===== config.mk =====
export PLATFORM = sky130hd
export DESIGN_NAME = yutorina_bus_arbiter
export DESIGN_NICKNAME = d
export VERILOG_FILES = /design/src/rtl/yutorina_bus_arbiter.sv
export SDC_FILE = /design/constraint.sdc
export NUM_CORES = 1
export LEC_CHECK = 0
export CAP_MARGIN = 20
export CORE_AREA = 3 3 40 42
export DETAILED_ROUTE_END_ITERATION = 16
export DIE_AREA = 0 0 43 45
export MAX_ROUTING_LAYER = met4
export PLACE_DENSITY = 0.7
export SETUP_SLACK_MARGIN = 0.3
export SLEW_MARGIN = 20
export SYNTH_ARGS = -nofsm -noshare
export SYNTH_HDL_FRONTEND = slang
export SYNTH_SLANG_ARGS = --single-unit

===== constraint.sdc =====
create_clock -name clk -period 1.8 [get_ports clk]
set_input_delay 0.36 -clock clk [delete_from_list [all_inputs] [get_ports clk]]
set_output_delay 0.36 -clock clk [all_outputs]
set_load 0.005 [all_outputs]

===== src/rtl/yutorina_bus_arbiter.sv =====
// yutorina_bus_arbiter: round-robin bus arbiter with one turnaround cycle between owners; optional hold timeout via YUTORINA_BUS_ARB_TIMEOUT_EN
module yutorina_bus_arbiter #(
  parameter int ID_W     = 2,
  parameter int HOLD_MAX = 16
) (
  input  logic                 clk,
  input  logic                 rst,
  input  logic [2**ID_W-1:0]   req,
  output logic [2**ID_W-1:0]   grnt,
  output logic [ID_W-1:0]      owner,
  output logic                 busy,
  output logic                 tout
);
  localparam int MASTER_NUM = 2**ID_W;
  typedef enum logic [1:0] {IDLE, OWN, TURN} state_t;
  state_t          state;
  logic [ID_W-1:0] ptr;
  logic [ID_W-1:0] win;
  logic            win_vld;
  logic            revoke;
  // first requester at or after ptr, ascending with wrap; descending scan lets the nearest one win
  always_comb begin
    win     = ptr;
    win_vld = 1'b0;
    for (int k = MASTER_NUM - 1; k >= 0; k--) begin
      if (req[ptr + ID_W'(k)]) begin
        win     = ptr + ID_W'(k);
        win_vld = 1'b1;
      end
    end
  end
`ifdef YUTORINA_BUS_ARB_TIMEOUT_EN
  logic [7:0] cnt;
  assign revoke = (state == OWN) && req[owner] && (cnt == 8'(HOLD_MAX - 1)) && |(req & ~grnt);
  // hold counter: zero outside OWN so it starts from zero on every grant, saturates at the limit
  always_ff @(posedge clk or posedge rst) begin
    if (rst) cnt <= '0;
    else if (state != OWN) cnt <= '0;
    else if (cnt != 8'(HOLD_MAX - 1)) cnt <= cnt + 8'd1;
  end
`else
  assign revoke = 1'b0;
`endif
  // ownership FSM: IDLE and TURN both arbitrate; OWN holds until release or forced revoke
  always_ff @(posedge clk or posedge rst) begin
    if (rst) begin
      state <= IDLE;
      ptr   <= '0;
      grnt  <= '0;
      owner <= '0;
      busy  <= 1'b0;
      tout  <= 1'b0;
    end else begin
      tout <= 1'b0;
      if (state == OWN) begin
        if (!req[owner] || revoke) begin
          grnt  <= '0;
          busy  <= 1'b0;
          ptr   <= owner + ID_W'(1);
          tout  <= revoke;
          state <= TURN;
        end
      end else if (win_vld) begin
        grnt  <= MASTER_NUM'(1) << win;
        owner <= win;
        busy  <= 1'b1;
        state <= OWN;
      end else begin
        state <= IDLE;
      end
    end
  end
endmodule


### After elaboration in Yosys (flattened, before gate mapping)

Cells that the tools add are included.

* muxes and demuxes: 27
* reduce and logical (&&, ||, !) cells: 4
* add/subtract/negate cells: 4
* equal/unequal tests: 2
* order comparisons: 5
* bitwise gates (word level): 2
* shift-type cells: 1

Operator list (count)
* 2-bit by 3-bit < comparator with 1-bit output, second input constant: 5
* 1-bit two-way mux: 13
* 2-bit two-way mux: 6
* 4-bit two-way mux: 3
* 1-bit binary-select mux with 2-bit select: 5
* 2-bit AND reduction: 3
* 2-bit by 1-bit adder with 2-bit output, second input constant: 2
* 2-bit adder, second input constant: 2
* 1-bit by 2-bit left shift with 4-bit output, first input constant: 1
* 2-bit by 1-bit == test with 1-bit output, second input constant: 1
* 2-bit != test, second input constant: 1
* 1-bit NOT: 2
* 2-bit nonzero test: 1

* logic and storage cells: 50
* bits of input ports: 6
* register bits after elaboration: 11

### Longest topological paths before layout

Gate-level depths: netlist of run 1.

* word-level depth: 10
* depth in mapped cells: 5

### Worst setup path before layout of run 1

OpenSTA, ideal clock, no wires.

* kind: register -> register
* start: register owner[0]
* end: register grnt[2]
* setup time: 0.122 ns
* clock period less this slack: 1.547 ns
* setup slack: 0.253 ns
* stages on the path, launching flop included: 4
* data required time: 1.678 ns
* data arrival time: 1.426 ns
* cell sequence: dfrtp_1 -> mux4_2 -> mux2_4 -> a32o_1

* word-level cells in the longest chain between the ends: 4

Ends and longest elaborated chain
* from (decl): RTL line 10 `output logic [ID_W-1:0] owner,`
* from (signal assigned): RTL line 65 `owner <= win;`
* 1-bit binary-select mux with 2-bit select: RTL line 56 `if (!req[owner] || revoke) begin`
* 1-bit two-way mux (implied by the code): RTL line 56
* 2-bit != test (no line)
* 2-bit AND reduction (no line)
* to (signal assigned): RTL line 64 `grnt <= MASTER_NUM'(1) << win;`
* to (decl): RTL line 9 `output logic [2**ID_W-1:0] grnt,`

No other way between the ends. The select of a mux whose other input is x is not followed.
A chain may end at the register's enable or synchronous reset.

### Final worst setup path of run 1

* start: register owner[0]
* end: register grnt[3]

Same word-level chain as after synthesis.

==> summary.md, run 1 <==
Entering global routing, the biggest net connects 12 pins. The worst setup path is captured at a flip-flop. The count of port buffers added during placement came out at 12. The number of synthesized register bits is 11.

The average instance area after synthesis works out to 10.4 um^2. In this run, the number of DRC markers left after iteration 0 of detailed routing was 16. The die covers 1940 um^2.

The first global-routing pass estimated 1.99 mm of wire. The horizontal die dimension is 43 um, and the critical path arrival is 1.75 ns. The critical path is of the flip-flop to flip-flop type.

At the end of the flow, the number of nets in the layout was 86. The routed design could run at a clock period as short as 1.58 ns. The cell area after technology mapping came out at 563 um^2. The clock arrives with 0.0108 ns of skew.

The register clock-pin slew on the reported worst setup and hold paths is 0.08 ns, and the maximum buffer depth of the clock tree is 2. The number of antenna diodes in the final layout is 0. The aggregate routed wire length came out at 1.30 mm. By area the synthesized netlist is led by sky130_fd_sc_hd__dfrtp_1 49%, sky130_fd_sc_hd__nor2b_1 5.6%, sky130_fd_sc_hd__mux4_2 4.0%, sky130_fd_sc_hd__nand2_1 4.0%, sky130_fd_sc_hd__a32o_1 3.6%.

Setup repair after global routing could not meet its margin everywhere. Compared with the post-synthesis result, the final layout area differs by 45.8%. For this run the aggregate overflow at the end of global routing stands at 0. The run finished with clean final reports.

Based on the critical path, the design can be clocked at up to 633 MHz. Across all hold checks on the routed design, the worst slack comes to 0.365 ns. The share of the synthesized area in the top cell type was 48.9%; the die outline height was 45 um. For this run, design rule violations remaining after detail routing come to 0.

STA classifies the critical path startpoint as a flip-flop. In this run the power density over the cells is 1600 nW/um^2. Deepest level of the CTS H-tree: 1. For this block, the via count after detailed routing is 495.

Global routing used 14.8% of the available tracks across all layers. The routed length per placed instance works out to 13.8 um. Setup violations remaining at the end of the flow were counted as 0. For this design the top-level I/O count stands at 14. The share of final-layout standard cells stronger than drive strength 1 was 26.6%; the number of library cell types mapped by synthesis was 26. The warning count from the yosys run is 0. The via count of the first global-routing pass is 457, and the share of synthesized area occupied by flip-flops and latches is 48.9%.

In this run the clock root is driven by a sky130_fd_sc_hd__clkbuf_4. After floorplanning, the core was sized to cover 1280 um^2. The library cell occupying the most area in the post-synthesis netlist was sky130_fd_sc_hd__dfrtp_1. The clock sink total came out at 11.

Counting the buffers created by CTS gives 3. The floorplan has 13 rows. The insertion delay to the later sink of the worst-skew pair was 0.28 ns; the maximum vdd ir drop was 0.00105 V. The type of the tightest min-delay check is input pin to asynchronous set/reset pin. Across the run, the number of max-cap violations was 0.

The starting density of the core is 43.8%, and the final RePlAce weighted congestion is 0.913. The HPWL after detailed placement is 930 um. TritonCTS built the clock tree.

In this run, placement finished with an instance count of 86. The count of antenna-violating nets left after detailed routing came out at 0. When the netlist entered floorplanning its net count stood at 60. In the final timing run, aggregate negative setup slack is 0 ns. After technology mapping, the gate count stands at 54. Count of pins over their slew limit: 0.

The number of detailed-route iterations in the first pass was 4; the total leakage power was 0.406 nW. The final critical path takes up 87.7% of the cycle. The count of hold-fix buffers inserted at cts was 0. Of all nets on the critical path, the largest fanout is 4.

The non-filler instance count after layout came out at 94. For the worst setup path, the data required time is 1.97 ns. The logs give 0 for the number of antenna violations at the first check in global routing and 0 for the hold violation count in the final report. In the routed layout, each cell is associated on average with a via count of 5.27.
==> cell type report <==
type                       count  area, um^2
fill                         108         464
multi-input combinational     38         279
sequential                    11         275
timing repair buffer          23         210
clock buffer                   4        26.3
tap                           15        18.8
inverter                       3        11.3
==> registers in the layout, summed over array words and instances (netlist names) <==
signal	count
busy	1
grnt	4
owner	2
ptr	2
state	2
==> stage by stage <==
stage               area, um^2  util (%)  total power [mW]  worst slack, ns
floorplan                  563         -             0.806            0.253
CTS                        785      61.1              1.27            0.224
global placement           742      57.7              1.07           -0.152
detailed placement         742      57.7              1.07           -0.176
finish                     821      63.9              1.31            0.221
global route               821      63.9              1.42            0.160
==> synthesized netlist by cell type <==
cell type and n:
sky130_fd_sc_hd__nor2_1 4, sky130_fd_sc_hd__nor4_1 1, sky130_fd_sc_hd__buf_4 1, sky130_fd_sc_hd__xnor2_1 1, sky130_fd_sc_hd__conb_1 1, sky130_fd_sc_hd__nand3b_1 1, sky130_fd_sc_hd__or3_1 1, sky130_fd_sc_hd__nand2b_1 1
sky130_fd_sc_hd__a32o_1 2, sky130_fd_sc_hd__o31ai_1 2, sky130_fd_sc_hd__dfrtp_1 11, sky130_fd_sc_hd__buf_2 1, sky130_fd_sc_hd__nand4b_1 1, sky130_fd_sc_hd__a2bb2oi_1 1, sky130_fd_sc_hd__o21ai_0 3, sky130_fd_sc_hd__inv_1 3
sky130_fd_sc_hd__mux2_2 1, sky130_fd_sc_hd__o221a_2 1, sky130_fd_sc_hd__nand2_1 6, sky130_fd_sc_hd__o21ai_1 1, sky130_fd_sc_hd__mux2_4 1, sky130_fd_sc_hd__mux4_2 1, sky130_fd_sc_hd__nor2b_1 5, sky130_fd_sc_hd__a21oi_1 1
sky130_fd_sc_hd__mux2i_1 1, sky130_fd_sc_hd__o221ai_1 1
==> layout by cell type, fill, tap and decap left out, drive strengths merged, types with 2 or more instances in the layout <==
cell / count
nand2: 6
dlymetal6s2s: 3
buf: 11
a32o: 2
inv: 3
mux2: 2
nor2b: 5
dlygate4sd2: 6
clkbuf: 4
o31ai: 2
o21ai: 4
dfrtp: 11
clkdlybuf4s50: 3
nor2: 4
==> path summary, 6_finish.rpt <==
path / startpoint / endpoint / slack (ns) / cells after the start
worst min-delay path: rst / grnt[2] / 0.36 / 2
min in group clk: grnt[2] / grnt[2] / 0.49 / 1
max in group asynchronous: rst / ptr[1] / 1.13 / 2
worst max register to register: owner[0] / grnt[3] / 0.22 / 4
worst max-delay path: owner[0] / grnt[3] / 0.22 / 4
worst min register to register: grnt[2] / grnt[2] / 0.49 / 1
==> cell families (layout without fill, tap and decap cells) <==
kind of cell / count (synthesis) / count (layout) / synth area share [%]
compound gates: 12 / 12 / 15.8
xor+xnor: 1 / 1 / 1.56
buf+inv: 5 / 30 / 4.22
flops: 11 / 11 / 48.9
mux: 4 / 4 / 10.4
other cells: 1 / 1 / 0.666
simple gates: 20 / 20 / 18.4
==> critical path, cell delays in order (launching register included) <==
cell and delay, ns:
sky130_fd_sc_hd__dfrtp_1 0.36, sky130_fd_sc_hd__buf_6 0.10, sky130_fd_sc_hd__mux4_2 0.52, sky130_fd_sc_hd__mux2_4 0.30, sky130_fd_sc_hd__a32o_1 0.20
==> per-layer routing <==
layer	share of wire [%]	wire length, um	global-route usage, %	vias up
met4	0.62	8	1.81	0
met5	0	0	-	-
met3	6.9	90	7.17	3
met1	44	574	18.2	237
met2	48	623	23.1	14
li1	-	-	-	241
==> repair_timing <==
item,in CTS,in global routing
resized for setup,8,7
buffers inserted,2,2
setup endpoints to repair,11,12
==> power breakdown <==
part           internal, mW  leakage, nW  switching [mW]
logic                 0.403        0.257           0.301
clock network        0.0861       0.0150          0.0875
registers             0.363        0.134          0.0734
No activity file was read; power rests on OpenSTA's default activity.
==> inputs of run 2 (changes only) <==
--- a/config.mk
+++ b/config.mk
@@ -7,12 +7,12 @@
 export LEC_CHECK = 0
 export CAP_MARGIN = 20
 export CORE_AREA = 3 3 40 42
+export CTS_CLUSTER_SIZE = 14
 export DETAILED_ROUTE_END_ITERATION = 16
 export DIE_AREA = 0 0 43 45
 export MAX_ROUTING_LAYER = met4
 export PLACE_DENSITY = 0.7
 export SETUP_SLACK_MARGIN = 0.3
-export SLEW_MARGIN = 20
 export SYNTH_ARGS = -nofsm -noshare
 export SYNTH_HDL_FRONTEND = slang
 export SYNTH_SLANG_ARGS = --single-unit
==> results of run 2 <==
Final layout, timing and power as in run 1 (identical DEF).
==> inputs of run 3 (changes only) <==
--- a/config.mk
+++ b/config.mk
@@ -7,7 +7,6 @@
 export LEC_CHECK = 0
 export CAP_MARGIN = 20
 export CORE_AREA = 3 3 40 42
-export CTS_CLUSTER_SIZE = 14
 export DETAILED_ROUTE_END_ITERATION = 16
 export DIE_AREA = 0 0 43 45
 export MAX_ROUTING_LAYER = met4
==> results of run 3 <==
Final layout, timing and power as in run 1 (identical DEF).
